`config.mk`:
```
export PLATFORM = sky130hd
export DESIGN_NAME = btn_debounce
export DESIGN_NICKNAME = d
export VERILOG_FILES = /design/src/rtl/btn_pkg.sv /design/src/rtl/btn_debounce_sync_ff.sv /design/src/rtl/btn_debounce.sv
export SDC_FILE = /design/constraint.sdc
export NUM_CORES = 1
export LEC_CHECK = 0
export CORE_UTILIZATION = 60
export DETAILED_ROUTE_END_ITERATION = 8
export PLACE_DENSITY = 0.78
export SLEW_MARGIN = 30
export SYNTH_ARGS = -nofsm -noshare
export SYNTH_HDL_FRONTEND = slang
export SYNTH_SLANG_ARGS = --single-unit
```
`constraint.sdc`:
```
create_clock -name clk -period 2.3 [get_ports clk]
set_clock_uncertainty 0.05 [all_clocks]
set_input_delay 0.46 -clock clk [delete_from_list [all_inputs] [get_ports clk]]
set_output_delay 0.46 -clock clk [all_outputs]
set_load 0.01 [all_outputs]
```
`src/rtl/btn_pkg.sv`:
```
// Shared types and default timing constants for the push-button debouncer.
// Defaults assume a 100 MHz system clock.
package btn_pkg;

    typedef enum logic [1:0] {
        ST_IDLE         = 2'd0,
        ST_PRESS_WAIT   = 2'd1,
        ST_PRESSED      = 2'd2,
        ST_RELEASE_WAIT = 2'd3
    } state_e;

    localparam int DEF_DEBOUNCE_CYCLES   = 1_000_000;
    localparam int DEF_LONG_PRESS_CYCLES = 100_000_000;
    localparam int DEF_SYNC_STAGES       = 2;

endpackage

```
`src/rtl/btn_debounce_sync_ff.sv`:
```
// Multi-stage flip-flop synchronizer for an asynchronous level.
// All stages clear to 0 on reset.
module sync_ff #(
    parameter int STAGES = 2
) (
    input  logic clk,
    input  logic rst_n,
    input  logic d,
    output logic q
);

    logic [STAGES-1:0] sync_q;
    logic [STAGES-1:0] sync_d;

    // Shift the raw level one stage further each cycle.
    always_comb begin
        sync_d = {sync_q[STAGES-2:0], d};
    end

    // Synchronizer register chain.
    always_ff @(posedge clk or negedge rst_n) begin
        if (!rst_n) begin
            sync_q <= '0;
        end else begin
            sync_q <= sync_d;
        end
    end

    assign q = sync_q[STAGES-1];

endmodule

```
`src/rtl/btn_debounce.sv`:
```
// Push-button debouncer with press/release/long-press event pulses.
// A level change is accepted only after a run of stable synchronized samples.
module btn_debounce
    import btn_pkg::*;
#(
    parameter int DEBOUNCE_CYCLES   = DEF_DEBOUNCE_CYCLES,
    parameter int LONG_PRESS_CYCLES = DEF_LONG_PRESS_CYCLES,
    parameter int SYNC_STAGES       = DEF_SYNC_STAGES
) (
    input  logic clk,
    input  logic rst_n,
    input  logic btn_in,
    output logic btn_level,
    output logic btn_press,
    output logic btn_release,
    output logic btn_long,
    output logic btn_held
);

    localparam int DEB_W  = $clog2(DEBOUNCE_CYCLES) + 1;
    localparam int HOLD_W = $clog2(LONG_PRESS_CYCLES) + 1;

    localparam logic [DEB_W-1:0]  DEB_LAST  = DEB_W'(DEBOUNCE_CYCLES - 1);
    localparam logic [HOLD_W-1:0] HOLD_LAST = HOLD_W'(LONG_PRESS_CYCLES - 1);

    if (DEBOUNCE_CYCLES < 2) begin : g_bad_deb
        $error("btn_debounce: DEBOUNCE_CYCLES must be >= 2");
    end
    if (LONG_PRESS_CYCLES <= DEBOUNCE_CYCLES) begin : g_bad_long
        $error("btn_debounce: LONG_PRESS_CYCLES must exceed DEBOUNCE_CYCLES");
    end
    if (SYNC_STAGES < 2) begin : g_bad_sync
        $error("btn_debounce: SYNC_STAGES must be >= 2");
    end

    logic sync;

    sync_ff #(
        .STAGES (SYNC_STAGES)
    ) u_sync (
        .clk   (clk),
        .rst_n (rst_n),
        .d     (btn_in),
        .q     (sync)
    );

    state_e              state_q, state_d;
    logic [DEB_W-1:0]    deb_q, deb_d;
    logic [HOLD_W-1:0]   hold_q, hold_d;
    logic                level_q, level_d;
    logic                press_q, press_d;
    logic                release_q, release_d;
    logic                long_q, long_d;
    logic                held_q, held_d;
    logic                deb_done;
    logic                hold_sat;
    logic                to_idle;

    // Next-state, counter and event decode for the debounce FSM.
    always_comb begin
        state_d   = state_q;
        deb_d     = deb_q;
        hold_d    = hold_q;
        level_d   = level_q;
        press_d   = 1'b0;
        release_d = 1'b0;
        long_d    = 1'b0;
        held_d    = held_q;
        to_idle   = 1'b0;
        deb_done  = (deb_q == DEB_LAST);
        hold_sat  = (hold_q == HOLD_LAST);

        if ((state_q == ST_PRESSED || state_q == ST_RELEASE_WAIT) && !hold_sat) begin
            hold_d = hold_q + 1'b1;
        end

        unique case (state_q)
            ST_IDLE: begin
                if (sync) begin
                    state_d = ST_PRESS_WAIT;
                    deb_d   = '0;
                end
            end
            ST_PRESS_WAIT: begin
                if (!sync) begin
                    state_d = ST_IDLE;
                end else if (deb_done) begin
                    state_d = ST_PRESSED;
                    level_d = 1'b1;
                    press_d = 1'b1;
                    hold_d  = '0;
                end else begin
                    deb_d = deb_q + 1'b1;
                end
            end
            ST_PRESSED: begin
                if (!sync) begin
                    state_d = ST_RELEASE_WAIT;
                    deb_d   = '0;
                end
            end
            ST_RELEASE_WAIT: begin
                if (sync) begin
                    state_d = ST_PRESSED;
                end else if (deb_done) begin
                    state_d   = ST_IDLE;
                    level_d   = 1'b0;
                    release_d = 1'b1;
                    held_d    = 1'b0;
                    to_idle   = 1'b1;
                end else begin
                    deb_d = deb_q + 1'b1;
                end
            end
            default: begin
                state_d = ST_IDLE;
            end
        endcase

        // Long press fires once; a release accepted on the same edge wins.
        if ((state_q == ST_PRESSED || state_q == ST_RELEASE_WAIT) &&
            hold_sat && !held_q && !to_idle) begin
            long_d = 1'b1;
            held_d = 1'b1;
        end
    end

    // State, counters and registered outputs.
    always_ff @(posedge clk or negedge rst_n) begin
        if (!rst_n) begin
            state_q   <= ST_IDLE;
            deb_q     <= '0;
            hold_q    <= '0;
            level_q   <= 1'b0;
            press_q   <= 1'b0;
            release_q <= 1'b0;
            long_q    <= 1'b0;
            held_q    <= 1'b0;
        end else begin
            state_q   <= state_d;
            deb_q     <= deb_d;
            hold_q    <= hold_d;
            level_q   <= level_d;
            press_q   <= press_d;
            release_q <= release_d;
            long_q    <= long_d;
            held_q    <= held_d;
        end
    end

    assign btn_level   = level_q;
    assign btn_press   = press_q;
    assign btn_release = release_q;
    assign btn_long    = long_q;
    assign btn_held    = held_q;

endmodule

```
=== Word level (Yosys, flattened, before mapping) ===
Cells that the tools add are included.

* Eq/ne operators: 14
* Reduce and logical (&&, ||, !) cells: 16
* Add/subtract/negate cells: 2
* Muxes and demuxes: 30

{| class="wikitable"
|+ Operators with widths
! cell !! number
|-
| $mux 28 || 4
|-
| $mux 21 || 5
|-
| $pmux 21 s4 || 1
|-
| $add 28x1->28 const B || 1
|-
| $eq 28x27->1 const B || 1
|-
| $add 21x1->21 const B || 1
|-
| $eq 21x20->1 const B || 1
|-
| $mux 1 || 12
|-
| $mux 2 || 6
|-
| $ne 2x2->1 const B || 5
|-
| $pmux 2 s4 || 1
|-
| $reduce_and 4->1 || 2
|-
| $reduce_bool 2->1 || 3
|-
| $reduce_and 5->1 || 1
|-
| $eq 2x2->1 const B || 2
|-
| $logic_and 1x1->1 || 4
|-
| $ne 2x1->1 const B || 2
|-
| $logic_not 1->1 || 3
|-
| $ne 3x2->1 const B || 1
|-
| $ne 3x3->1 const B || 1
|-
| $reduce_and 3->1 || 1
|-
| $eq 2x1->1 const B || 1
|-
| $logic_not 2->1 || 1
|-
| $pmux 1 s2 || 1
|-
| $logic_or 1x1->1 || 1
|}

* Bits of input ports: 3
* Logic and storage cells: 71
* Output and inout bits: 5
* Register bits after elaboration: 58

=== Longest topological paths before layout ===
Gate-level depths: netlist of run 1.

* Word-level depth: 8
* Depth in mapped cells: 9
* Depth with buffers taken out: 6

=== Cells and area by module ===
Synthesis of run 1 repeated with hierarchy kept, for this count alone.

* Cell total of the unflattened synthesis: 304
* Area total of the unflattened synthesis: 2977.9 um^2

{| class="wikitable"
|+ By module, submodules not included
! module !! sequential area each (um^2) !! times used !! area each (um^2) !! cells each
|-
| btn_debounce || 1401.3 || 1 || 2927.8 || 302
|-
| sync_ff || 50.0 || 1 || 50.0 || 2
|}

=== Worst setup path after synthesis of run 1 ===
OpenSTA, ideal clock, no wires.

* Path type: register -> register
* Start point: register deb_q[7]
* End point: register deb_q[0]
* Slack: 220 ps
* Required time: 2129 ps
* Stages on the path, launching flop included: 6
* Buffers on the path: 1
* Data arrival time: 1909 ps
* Cell sequence: dfrtp_1 > or4_1 > buf_2 > nor3_1 > mux2_2 > a22o_1

* Word-level cells in the longest chain between the ends: 4
* Elaborated cells on any way between the ends: 5
* Classes of those cells: 1 x eq/ne; 4 x mux

{| class="wikitable"
|+ RTL lines
! item !! line !! text
|-
| start, declared || btn_debounce.sv:48 || <nowiki>logic [DEB_W-1:0] deb_q, deb_d;</nowiki>
|-
| start signal, assigned || btn_debounce.sv:132 || <nowiki>deb_q <= '0;</nowiki>
|-
| start signal, assigned || btn_debounce.sv:141 || <nowiki>deb_q <= deb_d;</nowiki>
|-
| $eq 21x20->1 (*) || btn_debounce.sv:70 || <nowiki>deb_done = (deb_q == DEB_LAST);</nowiki>
|-
| $mux 21 (*) || n/a ||
|-
| $mux 21, on equally long branches || n/a ||
|-
| $pmux 21 s4 (*) || n/a ||
|}

Mark *: on every way between the ends. The rest lies on a longest branch, timed or not. The select of a mux whose other input is x is not followed.
A chain may end at the register's enable or synchronous reset.

=== Final worst setup path of run 1 ===
* Start point: register deb_q[12]
* End point: register hold_q[15]

* Word-level cells in the longest chain between the ends: 4

{| class="wikitable"
|+ RTL lines
! item !! line !! text
|-
| $eq 21x20->1 || btn_debounce.sv:70 ||
|-
| $mux 28 || btn_debounce.sv:87 || <nowiki>end else if (deb_done) begin</nowiki>
|-
| $mux 28 || btn_debounce.sv:85 || <nowiki>if (!sync) begin</nowiki>
|-
| $mux 28 || btn_debounce.sv:77 || <nowiki>unique case (state_q)</nowiki>
|-
| named net hold_d[15] || btn_debounce.sv:49 || <nowiki>logic [HOLD_W-1:0] hold_q, hold_d;</nowiki>
|-
| end signal, assigned || btn_debounce.sv:142 || <nowiki>hold_q <= hold_d;</nowiki>
|-
| end, declared || btn_debounce.sv:49 ||
|}

The timed path passes the listed nets, and every way through them passes these cells.

==> results of run 1 <==
## state kept, by name (all words and copies together) (netlist names), named ones only
| register | count |
|---|---|
| state_q | 1 |
| btn_release | 1 |
| u_sync.sync_q | 2 |
| btn_level | 1 |
| hold_q | 28 |
| btn_press | 1 |
| btn_long | 1 |
| deb_q | 21 |
| btn_held | 1 |
## kinds of logic (layout without fill, tap and decap cells)
logic type / after synthesis / count (layout) / share of synthesized area
multiplexers: 3 / 3 / 0.0102
XOR/XNOR: 30 / 30 / 0.0879
flip-flops: 58 / 58 / 0.472
buffers and inverters: 21 / 44 / 0.0342
AO/OA/AOI/OAI: 49 / 49 / 0.103
AND/OR/NAND/NOR: 161 / 161 / 0.284
adder cells (fa/ha/maj): 2 / 2 / 0.00814
## report_power, final
part	total [W]	switching (W)	internal (W)	leakage, nW
sequential	0.00104	0.0000139	0.00103	0.802
clock	0.000802	0.000369	0.000433	0.0815
combinational	0.0000683	0.0000453	0.0000230	0.605
## layer usage
metal | routed length [um] | GRT usage
met2 | 2740 | 0.376
met1 | 3130 | 0.368
met5 | 0 | 0
met3 | 210 | 0.0686
met4 | 110 | 0.115
## worst max-delay path: cells and delay by family, from the launching register on
kind / cells / cell delay, ns
and+or+nand+nor: 5 / 1.41
buffers and inverters: 1 / 0.18
DFF: 1 / 0.39
## how the worst min path moves through the flow
| stage | startpoint | end | slack [ns] | depth (start not counted) |
|---|---|---|---|---|
| floorplan | rst_n | asynchronous set/reset pin | 0.11 | 0 |
| global placement | u_sync.sync_q[0]$_DFF_PN0_ | u_sync.sync_q[1]$_DFF_PN0_ | 0.28 | 0 |
| detailed placement | u_sync.sync_q[0]$_DFF_PN0_ | u_sync.sync_q[1]$_DFF_PN0_ | 0.28 | 0 |
| CTS | rst_n | btn_release$_DFF_PN0_ | 0.08 | 2 |
| global route | rst_n | btn_held$_DFFE_PN0P_ | 0.09 | 2 |
| finish | rst_n | btn_release$_DFF_PN0_ | 0.07 | 2 |
## cells in the mapped netlist, types with 3 or more instances
cell type,count
xnor2_1,13
nand3_1,25
or4_1,3
o31ai_1,3
buf_6,3
a21oi_1,12
nand4_1,14
nand2_1,23
nor4_1,5
nor2_1,39
inv_1,7
xor2_1,16
a22o_1,3
o21ai_0,11
nor3_1,13
or3_1,10
a31oi_1,3
clkbuf_1,8
dfrtp_1,58
o211ai_1,7
and3_1,10
o21a_1,3
## metrics by stage
stage                     instances  instance area (um2)   util  setup WS, ns  hold WS [ns]
after global placement          401                 3300  0.684         0.144         0.282
after global routing            414                 3480  0.722       0.00154        0.0901
after CTS                       414                 3450  0.717        0.0189        0.0775
after floorplan                 324                 3070      -         0.220         0.114
after detailed placement        401                 3300  0.684        0.0291         0.285
final                           414                 3480  0.722         0.145        0.0666
## cells in the final DEF (no fill, tap or decap), drive strengths merged
master,count
nor4bb,2
xnor2,13
clkbuf,13
buf,18
clkdlybuf4s50,6
o2111ai,1
and2,2
o311ai,1
o211ai,7
nor4,7
ha,2
and3,10
and4,2
o311a,1
a311o,1
xor2,17
dfrtp,58
a22o,3
or3,10
nor2,39
o22a,2
or2,2
inv,7
nand4b,1
nand3b,1
nand4,15
o21a,3
nor3,15
mux2,1
mux2i,2
a31oi,3
o31ai,3
o21ai,12
and4b,1
a21oi,12
nor4b,2
or4,3
nand2,23
nand3,25
nor2b,1
## final cells by class
class / instances / area (um2)
repair buffers: 24 / 218
multi-input cells: 245 / 1540
flip-flops and latches: 58 / 1450
fillers: 374 / 1340
well taps: 67 / 83.8
inverters: 7 / 26.3
clock buffers: 13 / 159
==> results.json, run 1 <==
{
  "clockRootBuffer": "clkbuf_8",
  "yosys.area.top_type": "dfrtp_1",
  "die_w_um": 73.6,
  "grt_pass1_wl_mm": 10.5,
  "antenna_cells": 0,
  "io_pins": 8,
  "hold_viol_final": 0,
  "r2r_end": "hold_q[15]$_DFF_PN0_",
  "ys_seq_area_frac": 0.472,
  "grt_max_degree": 59,
  "h-tree-depth": 3,
  "grt_usage": 0.260,
  "die_h_um": 73.6,
  "syn_nets": 329,
  "via_count": 2446,
  "period_needed_ns": 2.16,
  "power.density_nw_per_um2": 550,
  "ys_seq_elements": 58,
  "crit_path_top_delay_cell": "or3_4",
  "synth_area_um2": 3070,
  "hold_buffers": 0,
  "antenna_found_initial": 0,
  "drive_gt1_frac": 0.118,
  "status": "completed",
  "drt_iter0_drc": 142,
  "r2r_setup_slack_ns": 0.14,
  "ant_nets": 0,
  "synth-edff-count": 0,
  "routed_wl_mm": 6.18,
  "ys_warn_count": 0,
  "synthArstFlopShare": 1.00,
  "critPathMaxFanout": 22,
  "ir_drop_mv": 0.635,
  "crit_required_ns": 2.47,
  "cts_tree": "built",
  "cp-endpoint": "hold_q[15]$_DFF_PN0_",
  "synthTopCellsByArea": "dfrtp_1 47%, nor2_1 4.8%, xor2_1 4.6%, nand3_1 4.1%, xnor2_1 3.7%",
  "place_hpwl_mm": 4.13,
  "start_kind": "register",
  "setup_tns_ns": 0,
  "grt_overflow": 0,
  "period_share": 0.937,
  "crit_arrival_ns": 2.32,
  "dr.pass1.iters": 4,
  "initial_core_util": 0.638,
  "cts_buffers": 9,
  "p_total_w": 0.00191,
  "clock.fmax_mhz": 464,
  "endpoint_kind": "register",
  "rsz0062_at_grt": "no",
  "syn_area_per_cell_um2": 9.48,
  "io_buffers": 7,
  "dieArea_um2": 5410,
  "final_net_count": 350,
  "synth_cell_types": 46,
  "cts_setup_buffers": 0,
  "drc": 0,
  "cts_resized": 0,
  "via_per_inst": 5.91,
  "holdCritPathClass": "in2async",
  "tightest_slew_ns": 0.829,
  "clock_sinks": 58,
  "num_rows": 25,
  "critPathMaxStageDelay_ns": 0.50,
  "p_leak_nw": 1.49,
  "place_congestion": 0.844,
  "crit_path_start": "deb_q[12]$_DFFE_PN0P_",
  "path_cells": "nor4b_1, nand4_1, or3_4, nor3_4, buf_12, nor2_1",
  "clk_pin_slew_ns": 0.06,
  "grt_pass1_vias": 2283,
  "slew_violations": 0,
  "maxSlewHeadroom": 0.445,
  "synth_top_area_frac": 0.472,
  "clk_latency_ns": 0.34,
  "wl_per_cell_um": 14.9,
  "crit_type": "reg2reg",
  "timing.rr.start": "deb_q[12]$_DFFE_PN0P_",
  "synthFlopType": "dfrtp_1",
  "maxCapViolCount": 0,
  "setup_viol": 0,
  "core-area_um2": 4820,
  "reg2reg_depth": 6,
  "cts_buffer_depth": 2,
  "synthCells": 324,
  "area_delta_synth_final_pct": 13.2
}
Note: power is estimated with default switching activity, not from simulation.
==> inputs of run 2 (changes only) <==
--- a/config.mk
+++ b/config.mk
@@ -5,9 +5,8 @@
 export SDC_FILE = /design/constraint.sdc
 export NUM_CORES = 1
 export LEC_CHECK = 0
-export CORE_UTILIZATION = 60
+export CORE_UTILIZATION = 40
 export DETAILED_ROUTE_END_ITERATION = 8
-export PLACE_DENSITY = 0.78
 export SLEW_MARGIN = 30
 export SYNTH_ARGS = -nofsm -noshare
 export SYNTH_HDL_FRONTEND = slang
==> run 2 against run 1 <==
Against the previous run:
- die area rose by 49%
- clock-buffer cell count fell by 1
- first-iteration DRC count fell by 4.2%
- sequential power barely moved
- sequential cell count did not move
- non-clock buffer count rose by 8
- sequential share of layout area fell by 1.4 points
- worst setup slack improved by 0.0049 ns
- wire length rose by 5.2%
- clock power rose by 13%
- via count rose by 2.0%
- core utilization fell by 23 points
- critical path type unchanged
- largest power group unchanged
==> results.json, run 2 (synthesis results as in run 1) <==
{
  "placedCellCount": 441,
  "place_hpwl_mm": 4.42,
  "grt_pass1_vias": 2262,
  "switching_share": 0.220,
  "start_kind": "register",
  "cts_buffers": 9,
  "via_per_inst": 5.47,
  "period_share": 0.935,
  "clk_latency_ns": 0.34,
  "p_int_w": 0.00157,
  "antenna_cells": 0,
  "h-tree-depth": 3,
  "drt-met1-wl_mm": 3.31,
  "p_seq_frac": 0.516,
  "grt_usage": 0.179,
  "core-area_um2": 7330,
  "post-route-util": 0.491,
  "critPathMaxStageDelay_ns": 0.69,
  "final_cell_mix": "58 x dfrtp_1, 39 x nor2_1, 25 x nand3_1, 23 x nand2_1, 23 x buf_4",
  "hold_viol_final": 0,
  "antenna_found_initial": 0,
  "holdCritPathClass": "in2async",
  "mostFrequentLayoutCell": "dfrtp_1",
  "path_cells": "nor4bb_1, buf_4, nand4_1, or4_1, o211ai_1, o31ai_1",
  "wl_per_cell_um": 14.3,
  "clock.fmax_mhz": 465,
  "stdcell_count": 456,
  "drc": 0,
  "die_h_um": 89.7,
  "largest_reg_flops": 28,
  "place_congestion": 0.804,
  "cp_top_family": "simple AND/OR/NAND/NOR gates",
  "regMostFlops": "hold_q",
  "fillers": 690,
  "initial_core_util": 0.419,
  "crit_buf_inv": 1,
  "via_count": 2494,
  "tightest_slew_ns": 0.831,
  "die_w_um": 89.7,
  "clk_pin_slew_ns": 0.06,
  "dr.pass1.iters": 4,
  "routed_wl_mm": 6.50,
  "maxSlewHeadroom": 0.444,
  "p_leak_nw": 1.55,
  "setup_viol": 0,
  "reg_top3": "hold_q (28), deb_q (21), u_sync.sync_q (2)",
  "wl_met3_um": 179,
  "pwr-share-clk": 0.448,
  "crit_required_ns": 2.46,
  "final_net_count": 358,
  "io_pins": 8,
  "num_rows": 31,
  "crit_type": "reg2reg",
  "crit_path_top_delay_cell": "or4_1",
  "r2r_setup_slack_ns": 0.15,
  "critPathMaxFanout": 5,
  "clock_sinks": 58,
  "cts_tree": "built",
  "ir_drop_mv": 0.231,
  "maxCapViolCount": 0,
  "reg2reg_depth": 6,
  "crit_arrival_ns": 2.31,
  "highest_layer": "met4",
  "hold_buffers": 0,
  "setup_tns_ns": 0,
  "ant_nets": 0,
  "area_delta_synth_final_pct": 17.1,
  "timing.rr.start": "deb_q[15]$_DFFE_PN0P_",
  "status": "completed",
  "grt_pass1_wl_mm": 11.0,
  "clockRootBuffer": "clkbuf_8",
  "grt_max_degree": 43,
  "drive_gt1_frac": 0.143,
  "r2r_end": "hold_q[3]$_DFF_PN0_",
  "endpoint_kind": "register",
  "dieArea_um2": 8040,
  "cts_buffer_depth": 2,
  "power.density_nw_per_um2": 561,
  "wl_met2_mm": 2.89,
  "slew_violations": 0,
  "period_needed_ns": 2.15,
  "rsz0062_at_grt": "no",
  "grt_overflow": 0,
  "combinationalPowerShare": 0.036,
  "power.switching_w": 0.000445,
  "io_buffers": 7,
  "drt_iter0_drc": 136
}
## run 2: metal layers
layer | global-route usage | vias up
li1 | - | 1233
met5 | 0 | -
met3 | 0.0329 | 12
met4 | 0.0808 | 0
met1 | 0.253 | 1208
met2 | 0.266 | 41
## run 2: power groups by stage
| stage | logic (W) | registers [W] | clock network (W) |
|---|---|---|---|
| floorplan | 0.0000342 | 0.00106 | 0 |
| global placement | 0.0000723 | 0.00106 | 0 |
| detailed placement | 0.0000736 | 0.00106 | 0 |
| CTS | 0.0000741 | 0.00104 | 0.000922 |
| global route | 0.0000818 | 0.00104 | 0.000973 |
| finish | 0.0000720 | 0.00104 | 0.000905 |
## run 2: metrics by stage
stage | instance area, um2 | power, W | worst slack [ns] | hold WS (ns)
6_report | 3600 | 0.00202 | 0.150 | 0.00917
4_1_cts | 3580 | 0.00204 | 0.104 | 0.0176
2_1_floorplan | 3070 | 0.00109 | 0.220 | 0.114
3_3_place_gp | 3400 | 0.00113 | 0.168 | 0.292
5_1_grt | 3600 | 0.00210 | 0.0194 | 0.0373
3_5_place_dp | 3400 | 0.00113 | 0.115 | 0.299
## run 2: worst max path at each step
stage / from / to / slack [ns] / cells after the start
floorplan: deb_q[7]$_DFFE_PN0P_ / deb_q[0]$_DFFE_PN0P_ / 0.22 / 5
global placement: deb_q[7]$_DFFE_PN0P_ / hold_q[9]$_DFF_PN0_ / 0.17 / 5
detailed placement: deb_q[7]$_DFFE_PN0P_ / hold_q[14]$_DFF_PN0_ / 0.12 / 5
CTS: deb_q[7]$_DFFE_PN0P_ / hold_q[2]$_DFF_PN0_ / 0.10 / 5
global route: deb_q[15]$_DFFE_PN0P_ / hold_q[0]$_DFF_PN0_ / 0.02 / 6
finish: deb_q[15]$_DFFE_PN0P_ / hold_q[3]$_DFF_PN0_ / 0.15 / 6
## run 2: what timing repair did
item | 4_1_cts | 5_1_grt
resized for setup | 0 | 3
endpoints found under the setup margin | 0 | 23
setup buffers | 0 | 0
## run 2: cell type report
class | count | area [um2] | share of cell area
Clock buffer | 12 | 145 | 0.0403
Clock inverter | 3 | 40.0 | 0.0111
Sequential cell | 58 | 1450 | 0.403
Tap cell | 99 | 124 | 0.0344
Inverter | 7 | 26.3 | 0.00730
Timing Repair Buffer | 32 | 278 | 0.0772
Multi-Input combinational cell | 245 | 1530 | 0.426
==> inputs of run 3 (changes only) <==
--- a/config.mk
+++ b/config.mk
@@ -6,6 +6,7 @@
 export NUM_CORES = 1
 export LEC_CHECK = 0
 export CORE_UTILIZATION = 40
+export CTS_BUF_LIST = sky130_fd_sc_hd__clkbuf_16
 export DETAILED_ROUTE_END_ITERATION = 8
 export SLEW_MARGIN = 30
 export SYNTH_ARGS = -nofsm -noshare
==> run 3 against run 2 <==
Against the previous run:
- sequential cell count did not move
- cell area grew 2.5%
- worst setup slack better by 0.0081 ns
- highest routed layer unchanged
- critical endpoint is now hold_q[0]$_DFF_PN0_
- critical path depth decreased by 2
==> results.json, run 3 (synthesis results as in run 1) <==
{
  "crit_required_ns": 2.44,
  "fillers": 684,
  "placed_cell_area_um2": 3400,
  "drt_iter0_drc": 126,
  "place_congestion": 0.804,
  "ant_nets": 0,
  "rsz0062_at_grt": "no",
  "start_kind": "register",
  "place_ws_ns": 0.115,
  "num_rows": 31,
  "antenna_found_initial": 0,
  "maxSlewHeadroom": 0.448,
  "regMostFlops": "hold_q",
  "period_needed_ns": 2.14,
  "grt_pass1_wl_mm": 11.1,
  "h-tree-depth": 3,
  "holdCritPathClass": "in2async",
  "hold_viol_final": 0,
  "cts_tree": "built",
  "final_net_count": 358,
  "endpoint_kind": "register",
  "status": "completed",
  "multiInputGateArea_um2": 1530,
  "final_cell_mix": "58 x dfrtp_1, 39 x nor2_1, 25 x nand3_1, 23 x nand2_1, 23 x buf_4",
  "stdcell_area_um2": 3690,
  "tightest_slew_ns": 0.824,
  "critPathMaxStageDelay_ns": 0.66,
  "critPathMaxFanout": 7,
  "dr.pass1.iters": 4,
  "reg_top3": "hold_q (28), deb_q (21), u_sync.sync_q (2)",
  "path_cells": "or4_1, or4_1, o211ai_1, o31ai_1",
  "crit_arrival_ns": 2.28,
  "routed_wl_mm": 6.54,
  "wl_per_cell_um": 14.3,
  "period_share": 0.931,
  "mostFrequentLayoutCell": "dfrtp_1",
  "grt_max_degree": 43,
  "setup_viol": 0,
  "crit_top_cell": "or4_1",
  "p_leak_nw": 1.59,
  "cts_setup_buffers": 0,
  "dieArea_um2": 8040,
  "clockRootBuffer": "clkbuf_16",
  "maxCapViolCount": 0,
  "setup_tns_ns": 0,
  "cts_resized": 0,
  "holdWs_ns": 0.0294,
  "largest_reg_flops": 28,
  "die_h_um": 89.7,
  "io_buffers": 7,
  "power.density_nw_per_um2": 638,
  "core-area_um2": 7330,
  "cts_buffers": 9,
  "clock_sinks": 58,
  "clk_latency_ns": 0.32,
  "initial_core_util": 0.419,
  "grt_overflow": 0,
  "clock.fmax_mhz": 467,
  "grt_pass1_vias": 2238,
  "drc": 0,
  "clk_pin_slew_ns": 0.05,
  "io_pins": 8,
  "via_per_inst": 5.52,
  "ir_drop_mv": 0.359,
  "place_hpwl_mm": 4.42,
  "crit_path_top_delay_cell": "or4_1",
  "drive_gt1_frac": 0.140,
  "regArea_um2": 1450,
  "die_w_um": 89.7,
  "setup_slack_ns": 0.158,
  "crit_type": "reg2reg",
  "cts_buffer_depth": 2,
  "slew_violations": 0,
  "hold_buffers": 0,
  "via_count": 2519,
  "antenna_cells": 0,
  "grt_usage": 0.183,
  "area_delta_synth_final_pct": 20.0
}
==> run 3: cell types whose count changed in the layout (fill, tap and decap cells not counted), sizes merged <==
cell,before,now
inv,7,9
clkbuf,12,9
clkinv,2,3
==> run 3: cell type report <==
class | count | share of cell area
Inverter | 7 | 0.00712
Multi-Input combinational cell | 245 | 0.416
Clock buffer | 9 | 0.0611
Timing Repair Buffer | 32 | 0.0753
Clock inverter | 6 | 0.0139
Sequential cell | 58 | 0.393
Tap cell | 99 | 0.0336
==> run 3: worst paths after layout <==
| check | startpoint | end | slack, ns | cells past startpoint |
|---|---|---|---|---|
| min in group clk | u_sync.sync_q[0]$_DFF_PN0_ | u_sync.sync_q[1]$_DFF_PN0_ | 0.30 | 0 |
| setup / recovery | deb_q[7]$_DFFE_PN0P_ | hold_q[0]$_DFF_PN0_ | 0.16 | 4 |
| hold / removal | rst_n | deb_q[1]$_DFFE_PN0P_ | 0.03 | 1 |
| hold reg to reg | u_sync.sync_q[0]$_DFF_PN0_ | u_sync.sync_q[1]$_DFF_PN0_ | 0.30 | 0 |
| setup reg to reg | deb_q[7]$_DFFE_PN0P_ | hold_q[0]$_DFF_PN0_ | 0.16 | 4 |
| max in group asynchronous | rst_n | hold_q[8]$_DFF_PN0_ | 1.61 | 2 |
==> run 3: per-stage QoR <==
step | total power, W | util | cells
after floorplan | 0.00109 | - | 324
after global placement | 0.00113 | 0.463 | 441
after detailed placement | 0.00113 | 0.463 | 441
after CTS | 0.00239 | 0.501 | 456
after global routing | 0.00244 | 0.503 | 456
final | 0.00235 | 0.503 | 456
==> run 3: metal layers <==
layer | share of wire | track usage
met1 | 0.51 | 0.258
met5 | 0 | 0
met4 | 0.019 | 0.0938
met2 | 0.45 | 0.267
met3 | 0.021 | 0.0366
==> run 3: power by group <==
part	leakage [nW]	switching (W)	internal (W)	total, W
registers	0.802	0.0000131	0.00103	0.00104
clock network	0.145	0.000423	0.000813	0.00124
logic	0.648	0.0000481	0.0000237	0.0000718
total	1.59	0.000484	0.00187	0.00235
==> run 3: critical path, delay by kind of cell, from the launching register on <==
kind	cells	cell delay, ns
AND/OR/NAND/NOR	2	1.31
flip-flops	1	0.41
AO/OA/AOI/OAI	2	0.24
